## config.mk

```make
export PLATFORM = sky130hd
export DESIGN_NAME = aes_io_bridge
export DESIGN_NICKNAME = d
export VERILOG_FILES = /design/src/rtl/aes_io_bridge.sv
export SDC_FILE = /design/constraint.sdc
export NUM_CORES = 1
export LEC_CHECK = 0
export ABC_AREA = 1
export CAP_MARGIN = 0
export CORE_ASPECT_RATIO = 0.75
export CORE_UTILIZATION = 40
export CTS_CLUSTER_DIAMETER = 40
export DETAILED_ROUTE_END_ITERATION = 10
export SYNTH_ARGS = -nofsm -noshare
export SYNTH_HDL_FRONTEND = slang
export SYNTH_SLANG_ARGS = --single-unit
```

## constraint.sdc

```tcl
create_clock -name clk -period 20.7 [get_ports clk]
set_clock_uncertainty 0.2 [all_clocks]
set_input_delay 4.14 -clock clk [delete_from_list [all_inputs] [get_ports clk]]
set_output_delay 4.14 -clock clk [all_outputs]
set_load 0.03 [all_outputs]
```

## src/rtl/aes_io_bridge.sv

```systemverilog
`timescale 1ns/1ps
// aes_io_bridge: host beat interface to an AES core.
// Assembles key/data blocks from BUS_W beats (MSB-first), hands blocks to the
// core with a valid/ready handshake, and unloads results beat by beat.
module aes_io_bridge #(
    parameter int BUS_W = 8,
    parameter int BLK_W = 128
) (
    input  logic             clk,
    input  logic             rst,
    input  logic [1:0]       cmd,
    input  logic [BUS_W-1:0] din,
    output logic             interface_ready,
    output logic             data_ok,
    output logic [BUS_W-1:0] dout,
    output logic             err,
    output logic [BLK_W-1:0] key,
    output logic             key_valid,
    output logic [BLK_W-1:0] blk,
    output logic             blk_valid,
    input  logic             blk_ready,
    input  logic [BLK_W-1:0] res,
    input  logic             res_valid
);

    localparam int BEATS = BLK_W / BUS_W;
    localparam int CNT_W = $clog2(BEATS);
    localparam logic [CNT_W-1:0] LAST = CNT_W'(BEATS - 1);

    typedef enum logic [2:0] {
        IDLE, LD_KEY, LD_DATA, WAIT_ACC, WAIT_RES, UNLOAD
    } state_t;

    typedef enum logic [1:0] {
        CMD_NOP  = 2'b00,
        CMD_KEY  = 2'b01,
        CMD_DATA = 2'b10,
        CMD_ACK  = 2'b11
    } cmd_t;

    state_t           r_state;
    state_t           w_next_state;
    logic [CNT_W-1:0] r_cnt;
    logic [BLK_W-1:0] r_shift;
    logic [BLK_W-1:0] r_key;
    logic [BLK_W-1:0] r_blk;
    logic [BLK_W-1:0] r_obuf;
    logic             r_key_valid;
    logic             r_blk_valid;
    logic             r_data_ok;
    logic             r_err;

    logic             w_capture;
    logic             w_key_done;
    logic             w_blk_done;
    logic             w_abort;
    logic             w_handshake;
    logic             w_res_take;
    logic             w_ack;
    logic             w_ack_last;
    logic [BLK_W-1:0] w_beat_in;

    assign w_beat_in = {r_shift[BLK_W-BUS_W-1:0], din};

    // State register
    always_ff @(posedge clk or posedge rst) begin
        if (rst) begin
            r_state <= IDLE;
        end else begin
            r_state <= w_next_state;
        end
    end

    // Next-state and per-cycle event decode
    always_comb begin
        w_next_state = r_state;
        w_capture    = 1'b0;
        w_key_done   = 1'b0;
        w_blk_done   = 1'b0;
        w_abort      = 1'b0;
        w_handshake  = 1'b0;
        w_res_take   = 1'b0;
        w_ack        = 1'b0;
        w_ack_last   = 1'b0;
        case (r_state)
            IDLE: begin
                if (cmd == CMD_KEY) begin
                    w_capture    = 1'b1;
                    w_next_state = LD_KEY;
                end else if (cmd == CMD_DATA) begin
                    w_capture    = 1'b1;
                    w_next_state = LD_DATA;
                end
            end
            LD_KEY: begin
                if (cmd == CMD_KEY) begin
                    w_capture = 1'b1;
                    if (r_cnt == LAST) begin
                        w_key_done   = 1'b1;
                        w_next_state = IDLE;
                    end
                end else if (cmd != CMD_NOP) begin
                    w_abort      = 1'b1;
                    w_next_state = IDLE;
                end
            end
            LD_DATA: begin
                if (cmd == CMD_DATA) begin
                    w_capture = 1'b1;
                    if (r_cnt == LAST) begin
                        w_blk_done   = 1'b1;
                        w_next_state = WAIT_ACC;
                    end
                end else if (cmd != CMD_NOP) begin
                    w_abort      = 1'b1;
                    w_next_state = IDLE;
                end
            end
            WAIT_ACC: begin
                if (blk_ready) begin
                    w_handshake  = 1'b1;
                    w_next_state = WAIT_RES;
                end
            end
            WAIT_RES: begin
                if (res_valid) begin
                    w_res_take   = 1'b1;
                    w_next_state = UNLOAD;
                end
            end
            UNLOAD: begin
                if (cmd == CMD_ACK) begin
                    w_ack = 1'b1;
                    if (r_cnt == LAST) begin
                        w_ack_last   = 1'b1;
                        w_next_state = IDLE;
                    end
                end
            end
            default: w_next_state = IDLE;
        endcase
    end

    // Datapath: beat assembly, key/block registers, result unload buffer
    always_ff @(posedge clk or posedge rst) begin
        if (rst) begin
            r_cnt       <= '0;
            r_shift     <= '0;
            r_key       <= '0;
            r_blk       <= '0;
            r_obuf      <= '0;
            r_key_valid <= 1'b0;
            r_blk_valid <= 1'b0;
            r_data_ok   <= 1'b0;
            r_err       <= 1'b0;
        end else begin
            r_key_valid <= w_key_done;
            r_err       <= w_abort;

            if (w_capture) begin
                r_shift <= w_beat_in;
                r_cnt   <= (w_key_done || w_blk_done) ? '0 : r_cnt + 1'b1;
            end
            if (w_key_done) begin
                r_key <= w_beat_in;
            end
            if (w_blk_done) begin
                r_blk       <= w_beat_in;
                r_blk_valid <= 1'b1;
            end
            if (w_abort) begin
                r_shift <= '0;
                r_cnt   <= '0;
            end
            if (w_handshake) begin
                r_blk_valid <= 1'b0;
            end
            if (w_res_take) begin
                r_obuf    <= res;
                r_data_ok <= 1'b1;
                r_cnt     <= '0;
            end
            if (w_ack) begin
                if (w_ack_last) begin
                    r_obuf    <= '0;
                    r_data_ok <= 1'b0;
                    r_cnt     <= '0;
                end else begin
                    r_obuf <= {r_obuf[BLK_W-BUS_W-1:0], {BUS_W{1'b0}}};
                    r_cnt  <= r_cnt + 1'b1;
                end
            end
        end
    end

    assign interface_ready = (r_state == IDLE) || (r_state == LD_KEY) || (r_state == LD_DATA);
    assign data_ok         = r_data_ok;
    assign dout            = r_data_ok ? r_obuf[BLK_W-1 -: BUS_W] : '0;
    assign err             = r_err;
    assign key             = r_key;
    assign key_valid       = r_key_valid;
    assign blk             = r_blk;
    assign blk_valid       = r_blk_valid;

endmodule

```

==> results.toml <==
[route]
dr_total_vias = 17170
antenna_left = 0
drt_iter0_drc = 1333
drc = 0
vias_per_cell = 4.954
drt-total-wl_mm = 59.41
drt-pass1-iter-count = 5
wl_per_cell_um = 17.15

[global_route]
grt_util_met1_pct = 32.56
grt.met2_usage_pct = 33.92
grt_pass1_vias = 16700
antenna_found_initial = 1
grt_pass1_wl_mm = 94.82
grt_max_degree = 169
grt_usage_pct = 22.54
grt_overflow = 0
busiest_layer = "met2"
met3_usage_pct = 5.299

[layout]
final_cell_mix = "515 x dfrtp_1, 418 x nand2_1, 410 x clkdlybuf4s50_1, 333 x nor2_1, 262 x inv_1"
multi_input_area_sq_um = 6412
register_area_sq_um = 12890
num-fill-cells = 4684
layout-drive-gt1-share_pct = 5.177
finalNonFillerCells = 3465
syn2layout_area_growth_pct = 32.91
n_antenna_cell = 0
nets = 2858
final_common_cell = "dfrtp_1"

[clock_tree]
clkSlewWorstSetupHoldPaths_ns = 0.05
clk-insertion-delay-late_ns = 0.59
cts_made_buffers = 68
root_buffer = "clkbuf_16"
htreeDepth = 3
post_cts_resize_count = 0
clk_path_buf_depth = 3
cts.sinks = 515
post_cts_buffers = 0
tritoncts = "done"
cts_hold_buf = 0

[timing]
fin_hold_ws_ns = 0.2843
fin_crit_sh_pct = 34.60
grt_setup_unrepaired = "false"
slew_headroom_pct = 20.07
maxSlewViolCount = 0
tightest_slew_ns = 1.199
worst_slack_ns = 13.54
hold_viol = 0
period_minus_slack_ns = 7.163
max_freq_mhz = 139.6
finalSetupViolCount = 0
setup-tns-final_ns = 0

[pwr]
power_density_nw_per_um2 = 116.2
p_leak_nw = 12.66
max-vdd-ir-drop_v = 0.00008694

[setup_path]
max_stage_delay_ns = 0.78
path_cells = "clkdlybuf4s50_1 > ha_1 > nand4_1 > buf_4 > nand2_4 > buf_4 > nor2_1 > nand2_1 > nand2_1 > nand3_1 > nand2_1"
start_kind = "input port"
rrSetupSlack_ns = 17.21
cpMaxStageDelayCell = "buf_4"
worstSetupPathType = "in -> reg"
critPathArrivalTime_ns = 7.44
path_common_cell = "nand2_1"
crit_path_end_kind = "flip-flop"
cp_num_buf_inv = 3
required_ns = 20.98
crit_family = "buffers and inverters"
cp_max_fo = 92

[synth]
syn_inst = 2367
synthTopCellsByArea = "dfrtp_1 61%, nand2_1 7.5%, nor2_1 6.0%"
ys_types = 25
synth_top_area_share_pct = 61.49
synth_nets = 2515
ys_warn_count = 0
netlist.top_cell.by_area = "dfrtp_1"
syn_area_sq_um = 20960
avgSynthCellArea_sq_um = 8.854
ys_seq_area_share_pct = 61.49
ys_ff_latch = 515

[min_path]
hold_path.class = "reg -> reg"

[run]
maxCapViolCount = 0

[die]
rows = 72
dieArea_sq_um = 53320
die_w_um = 266.3
coreArea_sq_um = 51620
die_h_um = 200.2
start_util_pct = 40.60
io_pins = 411

[status]
status = "finished, final reports clean"

[place]
io_buffers = 410
hpwl_mm = 39.08
gp_congestion = 0.8335
dpl_worst_slack_ns = 13.01
placed_cells = 3343
path summary, 6_finish.rpt:
check	endpoint	depth (start not counted)	startpoint
hold reg to reg	r_shift[119]$_DFFE_PP0P_	2	r_shift[119]$_DFFE_PP0P_
hold / removal	r_shift[119]$_DFFE_PP0P_	2	r_shift[119]$_DFFE_PP0P_
max in group asynchronous	blk[116]$_DFFE_PP0P_	4	rst
setup reg to reg	r_cnt[1]$_DFFE_PP0P_	9	r_state[2]$_DFFE_PP0P_
setup / recovery	r_cnt[1]$_DFFE_PP0P_	11	cmd[0]
min in group asynchronous	r_obuf[4]$_DFFE_PP0P_	2	rst
registers in the layout, summed over array words and instances (netlist names):
name and count:
r_obuf 128, r_cnt 4, key 128, blk_valid 1, err 1, data_ok 1
blk 128, r_shift 120, r_state 3, key_valid 1
tightest hold or removal path: cells and delay by family, from the launching register on:
family / cells / cell delay [ns]
AOI/OAI and AO/OA: 1 / 0.06
and+or+nand+nor: 1 / 0.05
DFF: 1 / 0.34
routing by layer:
| layer | up-vias | wire (um) | part of all wire [%] |
|---|---|---|---|
| met2 | 536 | 26820 | 45 |
| met3 | 86 | 4030 | 6.8 |
| met4 | 2 | 1214 | 2.0 |
| li1 | 8227 | - | - |
| met1 | 8315 | 27330 | 46 |
| met5 | - | 13 | 0.022 |
where the power goes:
part / switching [mW] / internal [mW] / total, mW
clock network: 0.467 / 0.781 / 1.25
logic: 0.467 / 0.212 / 0.680
registers: 0.105 / 1.20 / 1.31
synthesized netlist by cell type, drive strengths merged:
cell type / n
nand4: 3
nand2: 420
a211oi: 1
ha: 6
o22ai: 1
a21oi: 123
xnor2: 1
buf: 89
nor2: 337
dfrtp: 515
xor2: 1
a22oi: 22
inv: 268
nor3: 97
clkbuf: 61
nand3: 24
o21ai: 398
layout make-up:
cell class / instances / share of cell area [%]
multi-input combinational: 1434 / 23.02
inverter: 268 / 3.692
timing repair buffer: 423 / 15.17
clock buffer: 83 / 6.720
sequential: 515 / 46.27
clock inverter: 39 / 1.972
tap: 703 / 3.158
through the flow:
| step | util (%) | cell area (sq um) | power, mW |
|---|---|---|---|
| 4_1_cts | 53.96 | 27860 | 3.271 |
| 2_1_floorplan | - | 20960 | 1.791 |
| 3_3_place_gp | 49.27 | 25430 | 1.984 |
| 5_1_grt | 53.96 | 27860 | 3.425 |
| 3_5_place_dp | 49.27 | 25430 | 2.009 |
| 6_report | 53.96 | 27860 | 3.237 |
kinds of logic after synthesis:
kind of cell             after synthesis  synth area share, %
AND/OR/NAND/NOR                      881                16.63
AO/OA/AOI/OAI                        545                13.30
flip-flops                           515                61.49
buffers and inverters                418                8.137
adder cells (fa/ha/maj)                6               0.3582
XOR/XNOR                               2              0.08360
(Power assumes the default switching activity.)
==> RTL edit 1 (config.mk and constraints unchanged) <==
`BLK_W`: 128 -> 64.
--- a/src/rtl/aes_io_bridge.sv
+++ b/src/rtl/aes_io_bridge.sv
@@ -5,5 +5,5 @@
 module aes_io_bridge #(
     parameter int BUS_W = 8,
-    parameter int BLK_W = 128
+    parameter int BLK_W = 64
 ) (
     input  logic             clk,
Interface: changed (resized blk, key and res); port bits go from 411 to 219. No check against the original RTL was run, so the function may have changed too.
==> RTL edit 1 against the unedited design <==
- die area down 49%
- clock power down 49%
- power down 46%
- sequential cell count down 257
- global-route usage down 2.3 points
- area after synthesis down 49%
- routed wire length down 55%
- combinational power down 39%
- setup slack better by 0.30 ns
- cell area down 49%
- largest power group unchanged
==> RTL edit 1: results (changes against the unedited design) <==
* Via Count at 8096 (-53%)
* Data buffer area share at 15.7% (+0.55 points)
* Post-synthesis compound-gate area fraction at 13.2% (-0.11 points)
* Residual DRC at 0 (unchanged)
* Port bufs at 218 (-47%)
* Setup bufs post-CTS at 0 (unchanged)
* CP max stage delay at 0.72 ns (-0.06 ns)
* Largest net degree at the start of global routing at 122 (-28%)
* CP Max Fanout at 57 (-38%)
* Proportion of synthesized area in mux cells at 0% (unchanged)
* Placement Setup Slack at 13.31 ns (+0.300 ns)
* Number of global-route vias before repair at 7826 (-53%)
* First-pass iteration count of the detailed router at 5 (unchanged)
* Max Root-Sink Buffers at 3 (unchanged)
* Worst VDD drop at 0.0746 mV (-14%)
* Global-route wire length before repair at 43.8 mm (-54%)
* Pleak at 6.45 nW (-49%)
* CP top delay family: buffers and inverters
* Slowest CP cell: inv_2
* Adder-cell share of the synthesized area at 0.939% (+0.58 points)
* Detail Placement HPWL at 17.6 mm (-55%)
* Post-synth top cells: 308 x nand2_1, 258 x dfrtp_1, 153 x o21ai_0
* Fill cells at 2382 (-49%)
* GPL Wtd Cong at 0.835 (+0.12%)
* Clock root buffer: clkbuf_16
* Status: completed
* Yosys reg bits at 258 (-50%)
* Worst skew pair latency at 0.51 ns (-0.08 ns)
* Non-CTS inverters at 101 (-62%)
* Hold Path Class: flip-flop to flip-flop
* Post-synthesis xor/xnor area fraction at 0% (-0.084 points)
* Non-CTS buffers at 224 (-47%)
* Seq/total area at 45.6% (-0.68 points)
* Final clock-cell share at 8.87% (+0.18 points)
* Antenna Cells at 0 (unchanged)
* CTS Buf Count at 37 (-46%)
* #MultiIn Comb at 675 (-53%)
* Worst-Margin Slew at 1.10 ns (-0.102 ns)
* Worst-path clk slew at 0.06 ns
* Number of clock buffers in the layout at 49 (-41%)
* Multi-input combinational area share at 24.0% (+1.0 points)
* Initial antenna violation count at 0 (-1)
* H-tree depth at 2 (-1)
* Post-synth ARST share at 100% (unchanged)
* WL per Instance at 16.2 um (-5.6%)
* Layout cells sized above 1 at 9.98% (+4.8 points)
* Sequential fraction of the synthesis area at 60.6% (-0.90 points)
* DRT iter0 DRCs at 550 (-59%)
* GRT Util Overall at 20.3% (-2.3 points)
* Yosys cell types at 30 (+20%)
* Top cells by area, synth: dfrtp_1 61%, nand2_1 11%, o21ai_0 7.2%, nand3_1 4.7%, inv_1 3.3%
* Total Nets Final at 1383 (-52%)
* Syn Nets at 1188 (-53%)
* Yosys Warn Count at 0 (unchanged)
RTL edit 1: cell count changes in the layout (fill, tap and decap cells not counted), sizes merged, moves of 34 or more:
cell	before	now
inv	283	104
o21ai	398	196
dfrtp	515	258
a21oi	123	3
nor2	337	15
clkdlybuf4s50	410	218
nand2	420	313
nand3	24	103
nor3	97	1
clkbuf	83	49
RTL edit 1: metrics by stage:
stage | area [um^2] | hold slack [ns] | cells
after global placement | 12900 | 0.264 | 1602
after CTS | 14200 | 0.280 | 1666
after global routing | 14200 | 0.293 | 1666
final | 14200 | 0.279 | 1666
after detailed placement | 12900 | 0.266 | 1602
after floorplan | 10700 | 0.249 | 1102
RTL edit 1: where the power goes:
| group | total [W] | switching, W | internal (W) |
|---|---|---|---|
| clock network | 0.000632 | 0.000227 | 0.000405 |
| registers | 0.000689 | 0.0000708 | 0.000618 |
| logic | 0.000417 | 0.000275 | 0.000142 |
| total | 0.00174 | 0.000573 | 0.00117 |
RTL edit 1: final timing paths:
| path | startpoint | to | slack [ns] | depth (start not counted) |
|---|---|---|---|---|
| min in group asynchronous | rst | r_obuf[0] | 3.99 | 2 |
| hold reg to reg | blk[34] | blk[34] | 0.28 | 2 |
| max in group asynchronous | rst | r_obuf[41] | 14.81 | 3 |
| setup reg to reg | r_state[2] | r_shift[47] | 17.56 | 6 |
| hold / removal | blk[34] | blk[34] | 0.28 | 2 |
| setup / recovery | cmd[0] | r_shift[47] | 13.83 | 9 |
RTL edit 1: layer usage:
| metal | share of wire [%] | vias up | global-route usage, % |
|---|---|---|---|
| met5 | 0 | - | 0 |
| met4 | 1.1 | 0 | 4.51 |
| met3 | 7.0 | 26 | 5.42 |
| met2 | 42 | 208 | 27.8 |
| met1 | 50 | 3883 | 31.5 |
| li1 | - | 3979 | - |
==> RTL edit 2 (same settings) <==
Without the edit above. The 6 states of `state_t` get a one-hot encoding in 6 bits.
--- a/src/rtl/aes_io_bridge.sv
+++ b/src/rtl/aes_io_bridge.sv
@@ -28,6 +28,6 @@
     localparam logic [CNT_W-1:0] LAST = CNT_W'(BEATS - 1);
 
-    typedef enum logic [2:0] {
-        IDLE, LD_KEY, LD_DATA, WAIT_ACC, WAIT_RES, UNLOAD
+    typedef enum logic [5:0] {
+        IDLE = 6'b000001, LD_KEY = 6'b000010, LD_DATA = 6'b000100, WAIT_ACC = 6'b001000, WAIT_RES = 6'b010000, UNLOAD = 6'b100000
     } state_t;
 
Check against the original RTL: same outputs for any inputs over 4 cycles, from zero or initial values and one cycle with rst high; so few cycles prove little.
==> RTL edit 2 against the unedited design <==
- core utilization decreased by 0.24 points
- setup slack got worse by 1.1 ns
- sequential cell count up 3
- sequential share of layout area up 0.48 points
- area after synthesis about the same
- power is 11% lower
- critical path depth shrank 5
- combinational power decreased by 27%
- global-route usage decreased by 0.66 points
- clock power is 6% lower
- routed wire length fell by 2.6%
- fmax down 13%
- cell area down 0.45%
- count of clock-buffer cells in the layout rose by 4
==> RTL edit 2: results (changes against the unedited design) <==
* Yosys cell types at 26 (+4.0%)
* Placement Setup Slack at 11.56 ns (-1.45 ns)
* Yosys Warn Count at 0 (unchanged)
* First-pass iteration count of the detailed router at 5 (unchanged)
* Max_slew headroom at 21.5% (+1.4 points)
* GRT Util Overall at 21.9% (-0.66 points)
* Sequential fraction of the synthesis area at 61.9% (+0.39 points)
* Via Count at 16600 (-3.4%)
* Fill cells at 4676 (-0.17%)
* Largest net degree at the start of global routing at 140 (-17%)
* Max Root-Sink Buffers at 3 (unchanged)
* DRT iter0 DRCs at 1272 (-4.6%)
* Post-synth top cells: 532 x nand2_1, 517 x dfrtp_1, 318 x o21ai_0
* Syn Nets at 2441 (-2.9%)
* Global-route wire length before repair at 92.2 mm (-2.7%)
* Detail Placement HPWL at 38.1 mm (-2.5%)
* Total Nets Final at 2798 (-2.1%)
* Share of the synthesized area in the top cell type at 61.8% (+0.27 points)
* Pleak at 13.0 nW (+2.6%)
* Number of slew-limit violations in the final report at 0 (unchanged)
* CTS Buf Count at 66 (-2.9%)
* GPL Wtd Cong at 0.824 (-1.2%)
* Status: completed
* Grt ovf at 0 (unchanged)
* Post-synth ARST share at 100% (unchanged)
* Number of global-route vias before repair at 16400 (-1.8%)
* Initial antenna violation count at 3 (+2)
* Top cells by area, synth: dfrtp_1 62%, nand2_1 9.5%, o21ai_0 7.6%, inv_1 4.8%, o21a_1 3.5%
* Worst-path clk slew at 0.05 ns (about the same)
* Routed wire length at 57.9 mm (-2.6%)
* Final TNS setup at 0 ns (unchanged)
* CP Max Fanout at 92 (unchanged)
* Worst VDD drop at 0.0628 mV (-28%)
* Hold Path Class: flip-flop to flip-flop
* Clock root buffer: clkbuf_16
* Port bufs at 410 (unchanged)
* Placed inst area at 25500 um^2 (+0.12%)
* Layout cells sized above 1 at 5.26% (+0.084 points)
* Worst endpoint data arrival time at 8.60 ns (+1.16 ns)
* Ys flop type: dfrtp_1
[RTL edit 2: cell types whose count changed after synthesis, sizes merged, moves of 4 or more]
cell and change:
a22oi -21, buf -38, clkbuf +26, inv +6, nand2 +113, nand3 -5
nand4 +4, nor2 -182, nor3 -97, o21a +97, o21ai +14, o22ai +8
[RTL edit 2: path summary, 6_finish.rpt]
check	start	to	slack, ns	cells after the start
worst min-delay path	key[55]	key[55]	0.28	2
max in group clk	cmd[1]	r_shift[58]	13.55	11
worst max-delay path	rst	r_shift[8]	12.45	6
worst min register to register	key[55]	key[55]	0.28	2
min in group asynchronous	rst	key[75]	3.87	2
worst max register to register	r_state[3]	r_cnt[0]	17.32	10
[RTL edit 2: layout make-up]
| type | count | area share (%) |
|---|---|---|
| sequential | 518 | 46.7 |
| multi-input combinational | 1364 | 22.9 |
| timing repair buffer | 427 | 15.3 |
| clock buffer | 87 | 6.88 |
| inverter | 274 | 3.79 |
| tap | 703 | 3.17 |
| clock inverter | 29 | 1.25 |
| antenna | 5 | 0.0451 |
[RTL edit 2: metrics by stage]
step                utilization [%]  power, W  std cells
global placement               49.3   0.00171       3286
finish                         53.7   0.00287       3407
global route                   53.7   0.00302       3405
floorplan                         -   0.00157       2294
CTS                            53.7   0.00291       3402
detailed placement             49.3   0.00172       3286
[RTL edit 2: cells by family after synthesis]
group / share of synthesized area, %
and+or+nand+nor: 13.3
AOI/OAI and AO/OA: 16.5
DFF: 61.9
buffers and inverters: 7.94
adders and majority gates: 0.299
xor gates and xnor gates: 0.0418
[RTL edit 2: routing by layer]
metal | share of wire (%) | track usage, %
met1 | 46 | 31.0
met2 | 45 | 32.5
met3 | 6.5 | 5.94
met4 | 2.8 | 7.22
met5 | 0 | 0
[RTL edit 2: critical path, cell delays in order]
cell             delay (ns)
clkdlybuf4s50_1        0.50
inv_8                  0.48
buf_4                  0.87
buf_4                  0.78
buf_4                  0.80
buf_4                  0.91
[RTL edit 2: power by group]
part | total (W) | internal (W) | switching (W)
Clock | 0.00117 | 0.000727 | 0.000442
Sequential | 0.00120 | 0.00114 | 0.0000649
Combinational | 0.000494 | 0.000165 | 0.000329
